File: src/rtl/rs_dispatch_ctrl.sv
// rs_dispatch_ctrl
// Two-entry decode-to-reservation-station dispatch buffer. Accepts a decode
// pair, then retires the entries in order into the ALU, SFU and AGU
// reservation stations as their free flags allow. Type-11 entries retire
// without writing any RS and pulse `illegal`.
//
// Optional build macro: RS_DISPATCH_PERF_EN adds the stall_cycles and
// disp_count performance counter outputs.
//
// state | meaning
// ------+-----------------------------------------------
// EMPTY | no valid entries; ready for a new decode pair
// ONLY0 | E0 valid, E1 empty (single-slot decode)
// BOTH  | E0 (older) and E1 (younger) both valid
// ONLY1 | E0 retired, E1 still waiting for its RS

module rs_dispatch_ctrl #(
    parameter int PW = 87,
    parameter int CW = 16
) (
    input  logic          clk2,
    input  logic          reset,
    input  logic          flush,
    input  logic [1:0]    dec_valid,
    output logic          dec_ready,
    input  logic [1:0]    dec_type_0,
    input  logic [1:0]    dec_type_1,
    input  logic [PW-1:0] dec_pay_0,
    input  logic [PW-1:0] dec_pay_1,
    input  logic [2:0]    rs_free_1,
    input  logic [2:0]    rs_free_2,
    output logic [2:0]    rs_wr,
    output logic [2:0]    rs_wr_two,
    output logic [2:0]    rs_sel1,
    output logic [PW-1:0] buf_pay_0,
    output logic [PW-1:0] buf_pay_1,
    output logic          illegal
`ifdef RS_DISPATCH_PERF_EN
    ,
    output logic [CW-1:0] stall_cycles,
    output logic [CW-1:0] disp_count
`endif
);

    typedef enum logic [1:0] {
        ST_EMPTY = 2'd0,
        ST_ONLY0 = 2'd1,
        ST_BOTH  = 2'd2,
        ST_ONLY1 = 2'd3
    } state_t;

    localparam logic [1:0] TYPE_ILL = 2'b11;

    state_t        r_state;
    state_t        w_state_nxt;
    logic [1:0]    r_type0;
    logic [1:0]    r_type1;
    logic [PW-1:0] r_pay0;
    logic [PW-1:0] r_pay1;

    logic          w_e0_valid;
    logic          w_e0_disp;
    logic          w_e1_disp;
    logic          w_same;
    logic          w_all_disp;
    logic          w_load;

    // Free flag for a unit type; the illegal type has no RS so reports 0.
    function automatic logic f_free(input logic [2:0] flags, input logic [1:0] t);
        logic res;
        res = 1'b0;
        case (t)
            2'b00:   res = flags[0];
            2'b01:   res = flags[1];
            2'b10:   res = flags[2];
            default: res = 1'b0;
        endcase
        return res;
    endfunction

    // One-hot RS select for a unit type; the illegal type selects no RS.
    function automatic logic [2:0] f_onehot(input logic [1:0] t);
        logic [2:0] res;
        res = 3'b000;
        case (t)
            2'b00:   res = 3'b001;
            2'b01:   res = 3'b010;
            2'b10:   res = 3'b100;
            default: res = 3'b000;
        endcase
        return res;
    endfunction

    // Dispatch decisions and RS write strobes from buffer state and free flags.
    always_comb begin
        w_e0_valid = (r_state == ST_ONLY0) || (r_state == ST_BOTH);
        w_same     = (r_type0 == r_type1);
        w_e0_disp  = 1'b0;
        w_e1_disp  = 1'b0;
        rs_wr      = 3'b000;
        rs_wr_two  = 3'b000;
        rs_sel1    = 3'b000;
        illegal    = 1'b0;

        if (!flush) begin
            w_e0_disp = w_e0_valid && ((r_type0 == TYPE_ILL) || f_free(rs_free_1, r_type0));
            case (r_state)
                ST_ONLY1: w_e1_disp = (r_type1 == TYPE_ILL) || f_free(rs_free_1, r_type1);
                // E1 never overtakes a stalled E0; a same-unit pair needs two slots.
                ST_BOTH:  w_e1_disp = w_e0_disp &&
                                      ((r_type1 == TYPE_ILL) ||
                                       (w_same ? f_free(rs_free_2, r_type1)
                                               : f_free(rs_free_1, r_type1)));
                default:  w_e1_disp = 1'b0;
            endcase
        end

        if (w_e0_disp) begin
            rs_wr = rs_wr | f_onehot(r_type0);
        end
        if (w_e1_disp) begin
            rs_wr = rs_wr | f_onehot(r_type1);
            // Same-unit pair: write_data_1 from E0, write_data_2 from E1.
            if ((r_state == ST_BOTH) && w_same) begin
                rs_wr_two = f_onehot(r_type1);
            end else begin
                rs_sel1 = rs_sel1 | f_onehot(r_type1);
            end
        end

        illegal = (w_e0_disp && (r_type0 == TYPE_ILL)) ||
                  (w_e1_disp && (r_type1 == TYPE_ILL));
    end

    // Buffer drains this cycle when every valid entry dispatches.
    always_comb begin
        w_all_disp = 1'b0;
        case (r_state)
            ST_EMPTY: w_all_disp = 1'b1;
            ST_ONLY0: w_all_disp = w_e0_disp;
            ST_BOTH:  w_all_disp = w_e0_disp && w_e1_disp;
            ST_ONLY1: w_all_disp = w_e1_disp;
            default:  w_all_disp = 1'b0;
        endcase
        dec_ready = !flush && w_all_disp;
        w_load    = dec_ready && dec_valid[0];
    end

    // Next state: flush wins, then a new load, then the drain transitions.
    always_comb begin
        w_state_nxt = r_state;
        if (flush) begin
            w_state_nxt = ST_EMPTY;
        end else if (w_load) begin
            w_state_nxt = dec_valid[1] ? ST_BOTH : ST_ONLY0;
        end else begin
            case (r_state)
                ST_BOTH: begin
                    if (w_e0_disp && w_e1_disp) w_state_nxt = ST_EMPTY;
                    else if (w_e0_disp)         w_state_nxt = ST_ONLY1;
                end
                ST_ONLY0: if (w_e0_disp) w_state_nxt = ST_EMPTY;
                ST_ONLY1: if (w_e1_disp) w_state_nxt = ST_EMPTY;
                default:  w_state_nxt = r_state;
            endcase
        end
    end

    // State register.
    always_ff @(posedge clk2 or posedge reset) begin
        if (reset) begin
            r_state <= ST_EMPTY;
        end else begin
            r_state <= w_state_nxt;
        end
    end

    // Entry storage; captured only when a decode pair is accepted.
    always_ff @(posedge clk2 or posedge reset) begin
        if (reset) begin
            r_type0 <= 2'b00;
            r_type1 <= 2'b00;
            r_pay0  <= '0;
            r_pay1  <= '0;
        end else if (w_load) begin
            r_type0 <= dec_type_0;
            r_type1 <= dec_type_1;
            r_pay0  <= dec_pay_0;
            r_pay1  <= dec_pay_1;
        end
    end

    assign buf_pay_0 = r_pay0;
    assign buf_pay_1 = r_pay1;

`ifdef RS_DISPATCH_PERF_EN
    logic [CW-1:0] r_stall_cycles;
    logic [CW-1:0] r_disp_count;
    logic          w_stall;
    logic [CW-1:0] w_disp_inc;

    assign w_stall    = (r_state != ST_EMPTY) && !w_e0_disp && !w_e1_disp;
    assign w_disp_inc = {{(CW-1){1'b0}}, w_e0_disp} + {{(CW-1){1'b0}}, w_e1_disp};

    // Stall counter saturates; dispatch counter wraps.
    always_ff @(posedge clk2 or posedge reset) begin
        if (reset) begin
            r_stall_cycles <= '0;
            r_disp_count   <= '0;
        end else begin
            if (w_stall && (r_stall_cycles != {CW{1'b1}})) begin
                r_stall_cycles <= r_stall_cycles + {{(CW-1){1'b0}}, 1'b1};
            end
            r_disp_count <= r_disp_count + w_disp_inc;
        end
    end

    assign stall_cycles = r_stall_cycles;
    assign disp_count   = r_disp_count;
`endif

endmodule

File: config.mk
export PLATFORM = sky130hd
export DESIGN_NAME = rs_dispatch_ctrl
export DESIGN_NICKNAME = d
export VERILOG_FILES = /design/src/rtl/rs_dispatch_ctrl.sv
export SDC_FILE = /design/constraint.sdc
export NUM_CORES = 1
export LEC_CHECK = 0
export BUFFER_PORTS_ARGS = -buffer_cell sky130_fd_sc_hd__buf_2
export CORE_AREA = 4 4 144 146
export CTS_BUF_LIST = sky130_fd_sc_hd__clkbuf_8
export CTS_CLUSTER_DIAMETER = 120
export DETAILED_ROUTE_END_ITERATION = 16
export DIE_AREA = 0 0 148 150
export PLACE_DENSITY = 0.69
export SETUP_SLACK_MARGIN = 0.02
export SYNTH_ARGS = -nofsm -noshare
export SYNTH_HDL_FRONTEND = slang
export SYNTH_SLANG_ARGS = --single-unit
File: constraint.sdc
create_clock -name clk2 -period 6.94 [get_ports clk2]
set_input_delay 1.041 -clock clk2 [delete_from_list [all_inputs] [get_ports clk2]]
set_output_delay 1.041 -clock clk2 [all_outputs]
set_load 0.05 [all_outputs]
# ---- Word-level counts from Yosys, hierarchy flattened
# Cells that the tools add are included.
# Widths: inputs -> output; s select.
dict set report totals {
  regBits 180
  in_bits 189
  out_inout_bits 185
  wordCells 70
}
dict set report op_classes {
  n_eq_ne 13
  n_mux 32
  bitwise_logic 1
  reduce_logical 19
}
# op count
set op_table {}
lappend op_table {{$mux 3} 7}
lappend op_table {{$pmux 3 s3} 2}
lappend op_table {{$mux 2} 7}
lappend op_table {{$eq 2x2->1 const B} 6}
lappend op_table {{$mux 1} 10}
lappend op_table {{$pmux 1 s3} 3}
lappend op_table {{$logic_and 1x1->1} 8}
lappend op_table {{$ne 4x4->1 const B} 2}
lappend op_table {{$eq 2x1->1 const B} 3}
lappend op_table {{$logic_not 2->1} 3}
lappend op_table {{$pmux 2 s3} 1}
lappend op_table {{$logic_or 1x1->1} 5}
lappend op_table {{$ne 5x4->1 const B} 1}
lappend op_table {{$reduce_bool 5->1} 1}
lappend op_table {{$pmux 1 s4} 1}
lappend op_table {{$reduce_and 4->1} 1}
lappend op_table {{$or 3x3->3} 1}
lappend op_table {{$eq 2x2->1} 1}
lappend op_table {{$pmux 1 s2} 1}
lappend op_table {{$logic_not 1->1} 1}

# ---- Depth between registers and ports, before layout
dict set report logic_depth {
  depth_word 15
  mapped_depth 10
  mapped_depth_nobuf 7
}

# ---- Worst setup path after synthesis
# OpenSTA, ideal clock, no wires.
dict set report synth_timing {
  kind {input to output}
  startpoint {in rs_free_1[0]}
  endpoint {out rs_wr[0]}
  arrival_ns 2.935
  t_required_ns 5.899
  path_slack_ns 2.964
  stages 5
  path_buffers 0
  path_cell_list {nor2b_2 > a211oi_1 > nor3b_2 > or2b_1 > o31ai_1}
}
dict set report synth_via {
  elab_chain_cells 9
  elab_cells_between_ends 19
  cone_classes {13 x mux; 1 x bitwise; 5 x reduce/logical}
}
# element line
set synth_rtl {}
lappend synth_rtl {{start: declaration} 30} ;# input logic [2:0] rs_free_1,
lappend synth_rtl {{$pmux 1 s3} 72} ;# case (t)
lappend synth_rtl {{$mux 1} 107} ;# case (r_state)
lappend synth_rtl {{$mux 1} 105} ;# if (!flush) begin
lappend synth_rtl {{$mux 1} 112} ;# (w_same ? f_free(rs_free_2, r_type1)
lappend synth_rtl {{$logic_or 1x1->1} 111} ;# ((r_type1 == TYPE_ILL) ||
lappend synth_rtl {{$logic_and 1x1->1} 110} ;# ST_BOTH: w_e1_disp = w_e0_disp &&
lappend synth_rtl {{$pmux 1 s2} 107}
lappend synth_rtl {{$mux 1} 105}
lappend synth_rtl {{$mux 3 (*)} 121} ;# if (w_e1_disp) begin
lappend synth_rtl {{end: declaration} 32} ;# output logic [2:0] rs_wr,
# Every way passes the cells marked *; elsewhere a longest branch is shown, timed or not. The select of a mux whose other input is x is not followed.

# ---- Final worst setup path
dict set report layout_timing {
  startpoint {in rs_free_1[0]}
  endpoint {out rs_sel1[0]}
}
dict set report layout_via {
  elab_chain_cells 9
  elab_cells_between_ends 16
  cone_classes {11 x mux; 5 x reduce/logical}
}
# element line
set layout_rtl {}
lappend layout_rtl {{$pmux 1 s3} 72}
lappend layout_rtl {{$mux 1} 107}
lappend layout_rtl {{$mux 1} 105}
lappend layout_rtl {{$mux 1} 112}
lappend layout_rtl {{$logic_or 1x1->1} 111}
lappend layout_rtl {{$logic_and 1x1->1} 110}
lappend layout_rtl {{$pmux 1 s2 (*)} 107}
lappend layout_rtl {{$mux 1 (*)} 105}
lappend layout_rtl {{$mux 3 (*)} 121}
lappend layout_rtl {{end: declaration} 34} ;# output logic [2:0] rs_sel1,
# Marked as above.

==> results.py <==
metrics = {
    "sta": {
        "hold_viol": 0,
        "worstMarginPinSlew_ns": 0.9008,
        "finalMaxSlewViolations": 0,
        "setup_tns_ns": 0,
        "fmax_mhz": 252.9,
        "finalClockSkew_ns": 0.01466,
        "rsz0062_at_grt": "false",
        "period_needed_ns": 3.954,
        "final_min_period_over_clock_period": 0.5697,
        "max_slew_margin": 0.3994,
        "finalWorstSetupSlack_ns": 2.986,
        "setup_viol": 0,
    },
    "worst_setup_path": {
        "cp.required_ns": 5.90,
        "path_max_fanout": 4,
        "crit_type": "in2out",
        "start_kind": "input port",
        "crit_arrival_ns": 2.91,
        "critPathCaptureType": "primary output",
    },
    "clock_network": {
        "post_cts_resized": 0,
        "clock-sinks": 180,
        "htreeDepth": 4,
        "cts_tree": "done",
        "cts_hold_buf": 0,
        "cts-root-buf": "clkbuf_8",
        "cts_buffer_depth": 2,
        "clkSlewWorstSetupHoldPaths_ns": 0.09,
        "cts_buffers": 17,
        "clk_latency_ns": 0.44,
        "post-cts-setup-buffer-count": 0,
    },
    "die": {
        "dieHeight_um": 150,
        "rows": 51,
        "core_um2": 19400,
        "ios": 374,
        "die_area_um2": 22200,
        "fp.dieW_um": 148,
        "start_util": 0.3955,
    },
    "routing": {
        "drt-initial-drc-count": 126,
        "drtPass1Iterations": 4,
        "vias_per_cell": 4.520,
        "num_vias": 4972,
        "route.detailed.drc": 0,
        "ant_nets": 0,
        "wl_per_cell_um": 17.13,
        "wl_um": 18850,
    },
    "global_routing": {
        "grtUsageTotal": 0.1670,
        "grt_pass1_wl_um": 29140,
        "grt_overflow_total": 0,
        "grt_pass1_vias": 5410,
        "antenna_found_initial": 1,
        "grt_max_degree": 96,
    },
    "synth": {
        "synth_top_cell_by_area": "dfrtp_1",
        "ys_types": 36,
        "netlist_area_um2": 7672,
        "synthCells": 448,
        "synth_top_area_frac": 0.5871,
        "synth_seq_cells": 180,
        "synth_fp_nets": 641,
        "ys_warn_count": 0,
        "synth-main-ff-cell": "dfrtp_1",
        "seq_area_frac_synth": 0.5871,
        "synth.area.top_cells": "dfrtp_1 59%, mux2_4 20%, mux2_2 12%",
        "synth_edf_count": 0,
        "synthArstFlopShare": 1.000,
        "avgSynthCellArea_um2": 17.13,
    },
    "final_layout": {
        "fin_area_um2": 10010,
        "layout_common_cells": "373 x buf_2, 180 x dfrtp_1, 100 x mux2_4",
        "nNetsFinal": 1014,
        "area.growth.synth_to_final_pct": 30.48,
        "fin_util": 0.5161,
        "drive_gt1_frac": 0.7170,
        "final_common_cell": "buf_2",
    },
    "worst_hold_path": {
        "hp-class": "reg2reg",
    },
    "placed_design": {
        "post_dp_cell_area_um2": 9598,
        "finalWeightedCongestion": 0.7749,
        "portBuffers": 373,
        "dp_slack_ns": 3.023,
        "post-dp-hpwl_um": 14320,
    },
    "job": {
        "max_cap_viol_count": 0,
    },
    "outcome": {
        "status": "finished, final reports clean",
    },
}
[flip-flops by register name, indices dropped and copies added, names as in the netlist]
signal,cells
buf_pay_1,87
r_type1,2
r_type0,2
buf_pay_0,87
r_state,2
[kinds of logic (layout without fill, tap and decap cells)]
group | count (synthesis) | in the layout | synth area share
AND/OR/NAND/NOR | 33 | 33 | 0.02446
flip-flops | 180 | 180 | 0.5871
AO/OA/AOI/OAI | 19 | 19 | 0.01908
multiplexers | 183 | 183 | 0.3170
buffers and inverters | 29 | 415 | 0.04582
adder cells (fa/ha/maj) | 4 | 4 | 0.006523
other | 0 | 1 | 0
[path summary, 6_finish.rpt]
path / start / to / slack (ns) / cells after the start
max: rs_free_1[0] / rs_sel1[0] / 2.99 / 9
min: buf_pay_0[58] / buf_pay_0[58] / 0.51 / 1
max reg2reg: r_type0[0] / buf_pay_1[5] / 3.67 / 7
min reg2reg: buf_pay_0[58] / buf_pay_0[58] / 0.51 / 1
max in group asynchronous: reset / buf_pay_1[10] / 5.06 / 3
min in group asynchronous: reset / buf_pay_0[74] / 0.61 / 2
[synthesized netlist by cell type (2+ instances only)]
| master | n |
|---|---|
| a21oi_1 | 7 |
| buf_4 | 7 |
| nor3b_1 | 2 |
| buf_12 | 11 |
| mux2i_1 | 3 |
| nand3b_1 | 2 |
| mux2_2 | 80 |
| buf_6 | 5 |
| nor2_1 | 7 |
| nand2_1 | 9 |
| ha_1 | 4 |
| mux2_4 | 100 |
| a211oi_1 | 2 |
| dfrtp_1 | 180 |
| nand2b_1 | 2 |
| inv_1 | 6 |
| or3_1 | 2 |
[stage by stage]
step | cells | hold slack (ns)
floorplan | 448 | 0.5670
global placement | 1067 | 0.4826
detailed placement | 1067 | 0.4860
CTS | 1099 | 0.5089
global route | 1100 | 0.5173
finish | 1100 | 0.5066
[final cells by class]
class / count / area, µm²
Clock buffer: 18 / 247.7
Fill cell: 1697 / 9388
Inverter: 6 / 27.53
Antenna cell: 1 / 2.502
Clock inverter: 14 / 162.7
Multi-Input combinational cell: 239 / 2825
Tap cell: 265 / 331.6
Timing Repair Buffer: 377 / 1909
Sequential cell: 180 / 4504
[critical path, stage by stage]
cell	delay (ns)
buf_2	0.09
nor2b_2	0.12
a211oi_1	0.07
nor3b_2	0.34
o211ai_2	0.20
a21o_1	0.22
or3_1	0.40
a21oi_1	0.14
buf_2	0.27
[metal layers]
metal,vias up,track usage,share of wire
met5,-,0,0
met4,0,0.04988,0.013
met3,14,0.05784,0.095
met2,236,0.2864,0.51
met1,2406,0.1993,0.38
li1,2316,-,-
Power is left out: the tool's default activity adds up to more than one toggle a clock period on the data nets, which glitch-free logic cannot reach.
